File: src/rtl/motor_cmd_conditioner.sv
`default_nettype none
// ============================================================================
// Module   : motor_cmd_conditioner
// Purpose  : Conditions raw asynchronous motor command inputs. Each input is
//            polarity-normalised, synchronised, debounced and edge-detected.
//            Selected channels auto-repeat while held. One channel acts as a
//            priority stop that suppresses every other command pulse.
// Ports    : clkI      - clock
//            nRstI     - asynchronous active-low reset
//            cmdI      - raw command inputs (NCMD)
//            levelO    - debounced active-high level (NCMD)
//            riseO     - one-cycle pulse on levelO 0->1 (NCMD)
//            fallO     - one-cycle pulse on levelO 1->0 (NCMD)
//            cmdPulseO - rise + auto-repeat pulses, stop-gated (NCMD)
// Revision : 1.0 - initial release
// ============================================================================
module motor_cmd_conditioner #(
  parameter int              NCMD         = 7,
  parameter int              SYNC_STAGES  = 2,
  parameter int              DEBOUNCE_CYC = 1000,
  parameter int              REPEAT_DELAY = 5000,
  parameter int              REPEAT_RATE  = 1000,
  parameter logic [NCMD-1:0] REPEAT_MASK  = 7'b0001111,
  parameter int              STOP_BIT     = 5,
  parameter bit              ACTIVE_LOW   = 1'b0
) (
  input  logic            clkI,
  input  logic            nRstI,
  input  logic [NCMD-1:0] cmdI,
  output logic [NCMD-1:0] levelO,
  output logic [NCMD-1:0] riseO,
  output logic [NCMD-1:0] fallO,
  output logic [NCMD-1:0] cmdPulseO
);

  // Counter widths sized so the largest terminal count fits.
  localparam int DEB_W  = (DEBOUNCE_CYC > 1) ? $clog2(DEBOUNCE_CYC + 1) : 1;
  localparam int REP_MX = (REPEAT_DELAY > REPEAT_RATE) ? REPEAT_DELAY : REPEAT_RATE;
  localparam int REP_W  = (REP_MX > 1) ? $clog2(REP_MX + 1) : 1;

  localparam logic [DEB_W-1:0] DEB_LAST   = DEB_W'(DEBOUNCE_CYC - 1);
  localparam logic [REP_W-1:0] DELAY_LAST = REP_W'(REPEAT_DELAY - 1);
  localparam logic [REP_W-1:0] RATE_LAST  = REP_W'(REPEAT_RATE - 1);

  logic [NCMD-1:0] cmd_norm;
  logic [NCMD-1:0] sync_q [SYNC_STAGES];
  logic [NCMD-1:0] sync_out;
  logic [NCMD-1:0] toggle;
  logic [NCMD-1:0] level_nxt;
  logic [NCMD-1:0] rise_nxt;
  logic [NCMD-1:0] fall_nxt;
  logic [NCMD-1:0] rep_fire;
  logic [NCMD-1:0] pulse_nxt;
  logic            stop_cur;
  logic            stop_nxt;
  logic            stop_hold;

  // --------------------------------------------------------------------------
  // Polarity normalisation and synchroniser chain. The raw input feeds only
  // the first flop stage.
  // --------------------------------------------------------------------------
  assign cmd_norm = cmdI ^ {NCMD{ACTIVE_LOW}};

  always_ff @(posedge clkI or negedge nRstI) begin
    if (!nRstI) begin
      for (int s = 0; s < SYNC_STAGES; s++) begin
        sync_q[s] <= '0;
      end
    end else begin
      sync_q[0] <= cmd_norm;
      for (int s = 1; s < SYNC_STAGES; s++) begin
        sync_q[s] <= sync_q[s-1];
      end
    end
  end

  assign sync_out = sync_q[SYNC_STAGES-1];

  // Level tracking: the new level and its edge pulses are all registered on
  // the same edge, so riseO/fallO/cmdPulseO line up with the levelO change.
  assign level_nxt = levelO ^ toggle;
  assign rise_nxt  = toggle & level_nxt;
  assign fall_nxt  = toggle & ~level_nxt;

  // Stop state as it will be after this edge, and the window (either side
  // of this edge) in which repeat counters are forced clear. Holding clear
  // on the stop-fall edge makes the first resumed pulse land exactly
  // REPEAT_DELAY cycles after that edge.
  assign stop_cur  = levelO[STOP_BIT];
  assign stop_nxt  = level_nxt[STOP_BIT];
  assign stop_hold = stop_cur | stop_nxt;

  genvar gi;
  generate
    for (gi = 0; gi < NCMD; gi++) begin : g_ch
      logic [DEB_W-1:0] deb_cnt;

      // Toggle on the edge where the counter would reach DEBOUNCE_CYC.
      assign toggle[gi] = (sync_out[gi] != levelO[gi]) && (deb_cnt == DEB_LAST);

      always_ff @(posedge clkI or negedge nRstI) begin
        if (!nRstI) begin
          deb_cnt <= '0;
        end else if ((sync_out[gi] == levelO[gi]) || toggle[gi]) begin
          deb_cnt <= '0;
        end else begin
          deb_cnt <= deb_cnt + 1'b1;
        end
      end

      if (REPEAT_MASK[gi] && (gi != STOP_BIT)) begin : g_rep
        logic [REP_W-1:0] rep_cnt;
        logic             rep_first_done;
        logic             rep_run;

        // Counting only while the level is 1 both before and after this
        // edge: the rise edge loads zero and the fall edge clears at once,
        // so no trailing pulse can be produced.
        assign rep_run = levelO[gi] & level_nxt[gi] & ~stop_hold;
        assign rep_fire[gi] = rep_run &
                              (rep_first_done ? (rep_cnt == RATE_LAST)
                                              : (rep_cnt == DELAY_LAST));

        always_ff @(posedge clkI or negedge nRstI) begin
          if (!nRstI) begin
            rep_cnt        <= '0;
            rep_first_done <= 1'b0;
          end else if (!rep_run) begin
            rep_cnt        <= '0;
            rep_first_done <= 1'b0;
          end else if (rep_fire[gi]) begin
            rep_cnt        <= '0;
            rep_first_done <= 1'b1;
          end else begin
            rep_cnt        <= rep_cnt + 1'b1;
          end
        end
      end else begin : g_norep
        assign rep_fire[gi] = 1'b0;
      end

      if (gi == STOP_BIT) begin : g_stop_pulse
        assign pulse_nxt[gi] = rise_nxt[gi];
      end else begin : g_cmd_pulse
        // Gated by the post-edge stop level so a rise coincident with the
        // stop rise is suppressed.
        assign pulse_nxt[gi] = (rise_nxt[gi] | rep_fire[gi]) & ~stop_nxt;
      end
    end
  endgenerate

  always_ff @(posedge clkI or negedge nRstI) begin
    if (!nRstI) begin
      levelO    <= '0;
      riseO     <= '0;
      fallO     <= '0;
      cmdPulseO <= '0;
    end else begin
      levelO    <= level_nxt;
      riseO     <= rise_nxt;
      fallO     <= fall_nxt;
      cmdPulseO <= pulse_nxt;
    end
  end

endmodule
`default_nettype wire

File: config.mk
export PLATFORM = sky130hd
export DESIGN_NAME = motor_cmd_conditioner
export DESIGN_NICKNAME = d
export VERILOG_FILES = /design/src/rtl/motor_cmd_conditioner.sv
export SDC_FILE = /design/constraint.sdc
export NUM_CORES = 1
export LEC_CHECK = 0
export CAP_MARGIN = 20
export CORE_UTILIZATION = 45
export CTS_BUF_LIST = sky130_fd_sc_hd__clkbuf_16
export DETAILED_ROUTE_END_ITERATION = 10
export PLACE_DENSITY = 0.6
export SLEW_MARGIN = 20
export SYNTH_ARGS = -nofsm -noshare
export SYNTH_HDL_FRONTEND = slang
export SYNTH_SLANG_ARGS = --single-unit
File: constraint.sdc
create_clock -name clkI -period 3.1 [get_ports clkI]
set_input_delay 0.775 -clock clkI [delete_from_list [all_inputs] [get_ports clkI]]
set_output_delay 0.775 -clock clkI [all_outputs]
set_load 0.01 [all_outputs]
# == Word level (Yosys, flattened, before mapping) ==
# Cells that the tools add are included.
# totals
register_bits,168
latchBits,0
ram_bits,0
romBits,0
in_bits,9
n_memories,0
# classes
addsub,11
multipliers,0
div_mod_pow,0
n_lt_le_gt_ge,0
n_eq_ne,33
shifts,0
muxes,27
bitwise_logic,29
reduce_logical,14
# op_table
op,count
13-bit two-way mux,8
10-bit by 1-bit adder with 10-bit output (second input constant),7
10-bit equality test (second input constant),7
10-bit two-way mux,7
13-bit by 1-bit adder with 13-bit output (second input constant),4
13-bit by 10-bit equality test with 1-bit output (second input constant),4
13-bit equality test (second input constant),4
1-bit AND,18
7-bit AND,2
1-bit two-way mux,12
2-bit inequality test (second input constant),4
1-bit equality test,7
1-bit logical AND,7
1-bit logical OR,7
1-bit inequality test,7
7-bit inverter,1
7-bit XOR,1
1-bit OR,5
1-bit inverter,2

# == Longest topological paths before layout ==
# Gate-level depths: netlist of the first run.
# logic_depth
word_depth,9
depth_mapped,6
depth_no_buf,6

# == Least setup slack after synthesis of the first run ==
# No wires, ideal clock.
# synth_timing
path_type,register to register
start,register g_ch[5].deb_cnt[0]
end,register cmdPulseO[3]
setup_ns,0.088
arrival_ns,1.780
t_required_ns,3.012
path_slack_ns,1.231
path_stages_with_launch,7
path_buffers,0
period_less_slack_ns,1.869
cell_sequence,dfrtp_1 > ha_1 > nand4_1 > nor4_1 > mux2i_1 > inv_1 > nor3b_1
# synth_between
elab_chain_len,9
# synth_rtl
element,line_no,source
from (decl),96,logic [DEB_W-1:0] deb_cnt;
from (signal assigned),107,deb_cnt <= deb_cnt + 1'b1;
10-bit equality test (*),99,assign toggle[gi] = (sync_out[gi] != levelO[gi]) && (deb_cnt == DEB_LAST);
1-bit logical AND (*),99,
7-bit XOR (*),81,assign level_nxt = levelO ^ toggle;
via level_nxt[5],49,logic [NCMD-1:0] level_nxt;
1-bit OR,91,assign stop_hold = stop_cur | stop_nxt;
1-bit inverter,119,assign rep_run = levelO[gi] & level_nxt[gi] & ~stop_hold;
1-bit AND,119,
1-bit AND,120,assign rep_fire[gi] = rep_run &
1-bit OR,147,assign pulse_nxt[gi] = (rise_nxt[gi] | rep_fire[gi]) & ~stop_nxt;
1-bit AND (*),147,
via pulse_nxt[3],53,logic [NCMD-1:0] pulse_nxt;
to (signal assigned),162,cmdPulseO <= pulse_nxt;
to (decl),33,output logic [NCMD-1:0] cmdPulseO
# Mark *: on every way through the listed nets, which the timed path passes. The rest lies on a longest branch.
# A chain may end at the register's enable or synchronous reset.

==> results.yml, run 1 <==
outcome:
  status: "finished clean"
power:
  power.static_leakage_uw: 0.00350
  ir_worst_vdd_v: 0.000405
  cellPowerDensity_mw_per_mm2: 520
logic_synthesis:
  ys_types: 47
  synth-adder-area-share_pct: 1.87
  synthesis.nets: 714
  synth_top_area_share_pct: 56.8
  synth.area.mux_share_pct: 0.902
  yosys-top-cells-area: "dfrtp_1, xnor2_1, nor2_1, xor2_1, nand3_1"
  seq_area_frac_synth_pct: 56.8
  yosys.area.top_type: "dfrtp_1"
  synth_compound_area_share_pct: 2.23
  synth_top_family_by_area: "simple AND/OR/NAND/NOR gates"
  synth.cell_area_mm2: 0.00735
  synthCells: 694
  ys_ff_latch: 167
  synthSimpleGateAreaFrac_pct: 23.2
  synth_xor_area_share_pct: 12.7
  synthFlopType: "dfrtp_1"
  synth_edf_count: 0
  avgSynthCellArea_um2: 10.6
  yosysWarnings: 0
  async_reset_ff_share_pct: 100
setup_path:
  crit_buf_inv: 1
  r2r.worst_path.cells: 6
  r2r_start: "g_ch[5].deb_cnt[0]$_DFF_PN0_"
  cp.depth: 1
  critPathArrivalTime_ns: 1.57
  crit_chain: "clkdlybuf4s50_1"
  worstSetupStartpointType: "flop"
  path_delay_family: "buffers and inverters"
  slowest_delay_ns: 0.61
  required_ns: 2.32
  rrSetupSlack_ns: 0.81
  rr_endpoint: "cmdPulseO[3]$_DFF_PN0_"
  critPathKind: "flop to output port"
  cp_max_fo: 8
  cp_slowest_cell: "clkdlybuf4s50_1"
  endpoint_kind: "output port"
flow_run:
  maxCapViolCount: 0
sta:
  layout_min_cycle_time_ns: 2.35
  max-slew-margin-rel_pct: 59.7
  maxSlewViolCount: 0
  timing.fmax_mhz: 426
  setup-tns-final_ns: 0
  rsz0062_at_grt: "false"
  finClkSkew_ns: 0.00753
  worst_pin_slew_ns: 0.604
  post-route-period-util_pct: 75.7
  setup_viol: 0
  holdWs_ns: 0.327
  hold_violations: 0
clock_tree:
  h-tree-depth: 4
  ctsResizeCount: 0
  clk_path_buf_depth: 2
  cts_tree: "yes"
  cts_buffers: 17
  clock_latency_ns: 0.42
  clockRootBuffer: "clkbuf_16"
  clkSinkCount: 167
  post_cts_buffers: 0
  clk_pin_slew_ns: 0.06
  hold_buffers: 0
floorplanning:
  io_pins: 37
  die_x_um: 130
  start_util_pct: 46.1
  fp.dieArea_mm2: 0.0169
  fp.coreArea_mm2: 0.0159
  die_h_um: 130
  num_rows: 46
final_layout:
  final_common_cell: "dfrtp_1"
  fin_nets: 762
  final_layout_size_suffix_gt1_share_pct: 5.96
  fin_cells: 971
  fin_util_pct: 53.7
  fillers: 1382
  final_cell_area_mm2: 0.00855
  antennaDiodeCount: 0
  final_cell_mix: "dfrtp_1, nor2_1, xnor2_1, nand2_1, xor2_1"
  area_growth_pct: 16.3
detailed_routing:
  wl_per_cell_um: 13.6
  postRouteAntennaNets: 0
  post_drt_via_cell_ratio: 5.06
  vias: 4917
  dr.pass1.iters: 4
  drc: 0
  routed_wl_um: 13200
  drt-initial-drc-count: 238
placed_design:
  placed_cell_area_mm2: 0.00797
  routabilityCongestion: 0.803
  port_buffers: 36
  dp_cells: 939
  dp_hpwl_um: 9220
hold_path:
  hold_path_class: "input pin to asynchronous set/reset pin"
global_routing:
  grt_pass1_wl_um: 23300
  grt_pass1_vias: 5005
  grt.total_usage_pct: 17.8
  grt_max_degree: 64
  antenna_found_initial: 0
  grt_overflow: 0
-- logic make-up after synthesis --
kind of cell,Yosys count
simple gates,348
flops,167
xor+xnor,107
buf+inv,38
compound gates,17
fa+ha+maj,11
mux,6
-- sequential cells by signal (all words and copies together) (netlist names), 4 cells and up, named ones only --
signal and flops:
riseO 7, g_ch.deb_cnt 70, sync_out 7, g_ch.g_rep.rep_cnt 52, cmdPulseO 6, fallO 7
sync_q 7, g_ch.g_rep.rep_first_done 4
-- cell type report --
class	instances	area [µm²]	share of cell area, %
multi-input cells	489	3010	35.2
flip-flops and latches	167	4180	48.9
inverters	27	101	1.18
clock inverters	15	164	1.92
repair buffers	40	404	4.72
clock buffers	17	425	4.97
well taps	216	270	3.16
-- metrics by stage --
| stage | setup WS, ns | power (µW) |
|---|---|---|
| global placement | 0.941 | 2400 |
| CTS | 0.746 | 4510 |
| finish | 0.754 | 4450 |
| floorplan | 1.23 | 2320 |
| global route | 0.538 | 4640 |
| detailed placement | 0.768 | 2400 |
-- layer usage --
| metal | track usage [%] | wire length [µm] |
|---|---|---|
| met3 | 4.47 | 419 |
| met1 | 22.3 | 6270 |
| met4 | 7.25 | 189 |
| met5 | 0 | 0 |
| met2 | 29.6 | 6340 |
-- report_power, final --
| part | switching [µW] | total [µW] | internal [µW] |
|---|---|---|---|
| Sequential | 29.6 | 2240 | 2210 |
| Combinational | 76.5 | 115 | 39.0 |
| Clock | 840 | 2090 | 1250 |
| Total | 946 | 4450 | 3500 |
-- how the worst max path moves through the flow --
stage | startpoint | end
global placement | g_ch[5].deb_cnt[0]$_DFF_PN0_ | cmdPulseO[6]$_DFF_PN0_
floorplan | g_ch[5].deb_cnt[0]$_DFF_PN0_ | cmdPulseO[3]$_DFF_PN0_
CTS | flop | levelO[1]
global route | g_ch[5].deb_cnt[0]$_DFF_PN0_ | cmdPulseO[3]$_DFF_PN0_
finish | flop | levelO[1]
detailed placement | g_ch[5].deb_cnt[0]$_DFF_PN0_ | cmdPulseO[3]$_DFF_PN0_
-- Yosys cell counts (3+ instances only) --
master	n
xor2_1	37
or4_1	6
or2_2	3
ha_1	11
clkbuf_1	6
and4_1	3
and2_1	4
nor4_1	9
nand3_1	35
nand4b_1	7
or3_1	5
inv_1	27
xnor2_1	70
dfrtp_1	167
nor3b_1	11
nor3_1	29
mux2_2	4
nand4_1	22
nor2_1	149
and3_1	13
nand2b_1	6
nand2_1	38
No activity file was read; power rests on OpenSTA's default activity.
==> inputs of run 2 (changes only) <==
==> constraint.sdc (replaced) <==
create_clock -name clkI -period 2.4 [get_ports clkI]
set_input_delay 0.6 -clock clkI [delete_from_list [all_inputs] [get_ports clkI]]
set_output_delay 0.6 -clock clkI [all_outputs]
set_load 0.01 [all_outputs]
==> results.yml, run 2 (same netlist as run 1, synthesis figures left out) <==
clock_tree:
  ctsResizeCount: 0
  cts_buffers: 17
  hold_buffers: 0
  clk_path_buf_depth: 2
  post_cts_buffers: 0
  clk_pin_slew_ns: 0.07
  clockRootBuffer: "clkbuf_16"
  h-tree-depth: 4
  cts_tree: "yes"
  clkSinkCount: 167
  clock_latency_ns: 0.42
setup_path:
  worstSetupStartpointType: "flop"
  critPathArrivalTime_ns: 2.49
  path_delay_family: "simple AND/OR/NAND/NOR gates"
  crit_chain: "ha_1 > nand4_1 > nor4_1 > mux2i_1 > inv_1 > nor3b_1"
  required_ns: 2.73
  slowest_delay_ns: 0.55
  cp_max_fo: 5
  cp_slowest_cell: "nor4_1"
  critPathKind: "flop to flop"
  crit_buf_inv: 1
  endpoint_kind: "flop"
global_routing:
  antenna_found_initial: 0
  grt.total_usage_pct: 17.2
  grt_pass1_vias: 4829
  grt_pass1_wl_um: 22700
  grt_overflow: 0
  grt_max_degree: 93
placed_design:
  pre_cts_ws_ns: 0.269
  dp_hpwl_um: 8920
  routabilityCongestion: 0.819
  port_buffers: 36
final_layout:
  register_area_mm2: 0.00418
  top_register: "g_ch.deb_cnt"
  final_cell_mix: "dfrtp_1, nor2_1, xnor2_1, nand2_1, xor2_1"
  antennaDiodeCount: 0
  reg.largest.list: "g_ch.deb_cnt (70), g_ch.g_rep.rep_cnt (52)"
  fillers: 1405
  fin_nets: 762
  final_layout_size_suffix_gt1_share_pct: 6.23
  multi_input_area_mm2: 0.00301
  area_growth_pct: 17.3
  final_common_cell: "dfrtp_1"
  largest_register_ffs: 70
detailed_routing:
  wl_per_cell_um: 13.5
  post_drt_via_cell_ratio: 5.02
  dr.pass1.iters: 4
  drc: 0
  vias: 4871
  routed_wl_um: 13100
  drt-initial-drc-count: 198
  postRouteAntennaNets: 0
sta:
  setup-tns-final_ns: 0
  maxSlewViolCount: 0
  timing.final.ws_setup_ns: 0.242
  layout_min_cycle_time_ns: 2.16
  setup_viol: 0
  holdWs_ns: 0.185
  post-route-period-util_pct: 89.9
  max-slew-margin-rel_pct: 61.0
  finClkSkew_ns: 0.0101
  hold_violations: 0
  timing.fmax_mhz: 463
  rsz0062_at_grt: "false"
  worst_pin_slew_ns: 0.580
outcome:
  status: "finished clean"
power:
  internal-power_uw: 4760
  p_clk_share_pct: 49.5
  cellPowerDensity_mw_per_mm2: 699
  ir_worst_vdd_v: 0.000554
  power.static_leakage_uw: 0.00353
  p_seq_share_pct: 48.0
  pwr-share-comb_pct: 2.5
  switchingPower_uw: 1260
  switching_share_pct: 21.0
floorplanning:
  start_util_pct: 46.1
  die_x_um: 130
  fp.dieArea_mm2: 0.0169
  io_pins: 37
  die_h_um: 130
  num_rows: 46
  fp.coreArea_mm2: 0.0159
flow_run:
  maxCapViolCount: 0
hold_path:
  hold_path_class: "input pin to asynchronous set/reset pin"
## run 2: changes by cell type in the layout (fill, tap and decap cells not counted), sizes merged
cell,before,now
bufinv,3,5
clkinvlp,3,1
clkinv,7,4
inv,29,32
## run 2: layout make-up
| type | count | area share (%) |
|---|---|---|
| Multi-Input combinational cell | 489 | 34.9 |
| Clock inverter | 15 | 2.58 |
| Timing Repair Buffer | 40 | 4.83 |
| Inverter | 27 | 1.17 |
| Clock buffer | 17 | 4.93 |
| Tap cell | 216 | 3.13 |
| Sequential cell | 167 | 48.4 |
## run 2: routing by layer
metal / track usage (%) / vias up / routed length [µm]
met4: 4.51 / 0 / 110
met1: 22.5 / 2379 / 6330
met5: 0 / - / 0
met2: 28.1 / 52 / 6290
met3: 5.08 / 10 / 409
li1: - / 2430 / -
## run 2: final timing paths
kind,depth (start not counted),slack (ns),end,startpoint
max,6,0.24,cmdPulseO[3]$_DFF_PN0_,g_ch[5].deb_cnt[0]$_DFF_PN0_
max reg2reg,6,0.24,cmdPulseO[3]$_DFF_PN0_,g_ch[5].deb_cnt[0]$_DFF_PN0_
min,2,0.18,g_ch[1].deb_cnt[6]$_DFF_PN0_,nRstI
min in group clkI,0,0.35,sync_out[3]$_DFF_PN0_,sync_q[10]$_DFF_PN0_
max in group asynchronous,2,1.81,g_ch[2].deb_cnt[2]$_DFF_PN0_,nRstI
min reg2reg,0,0.35,sync_out[3]$_DFF_PN0_,sync_q[10]$_DFF_PN0_
## run 2: worst register-to-register path, cell delays in order (launching register included)
cell,delay (ns)
dfrtp_1,0.40
ha_1,0.25
nand4_1,0.21
nor4_1,0.55
mux2i_1,0.32
inv_1,0.14
nor3b_1,0.21
## run 2: power groups by stage
| stage | sequential [µW] | combinational [µW] | clock [µW] |
|---|---|---|---|
| final | 2890 | 151 | 2980 |
| after global routing | 2900 | 178 | 3170 |
| after CTS | 2890 | 158 | 3050 |
| after detailed placement | 2950 | 157 | 0 |
| after global placement | 2940 | 153 | 0 |
| after floorplan | 2940 | 64.9 | 0 |
## run 2: through the flow
stage               util (%)  cell area, µm²  instances  power (µW)
floorplan                  -            7350        694        3000
global placement        50.0            7980        939        3100
detailed placement      50.0            7980        939        3100
CTS                     54.1            8630        971        6100
global route            54.1            8630        971        6240
finish                  54.1            8630        971        6030
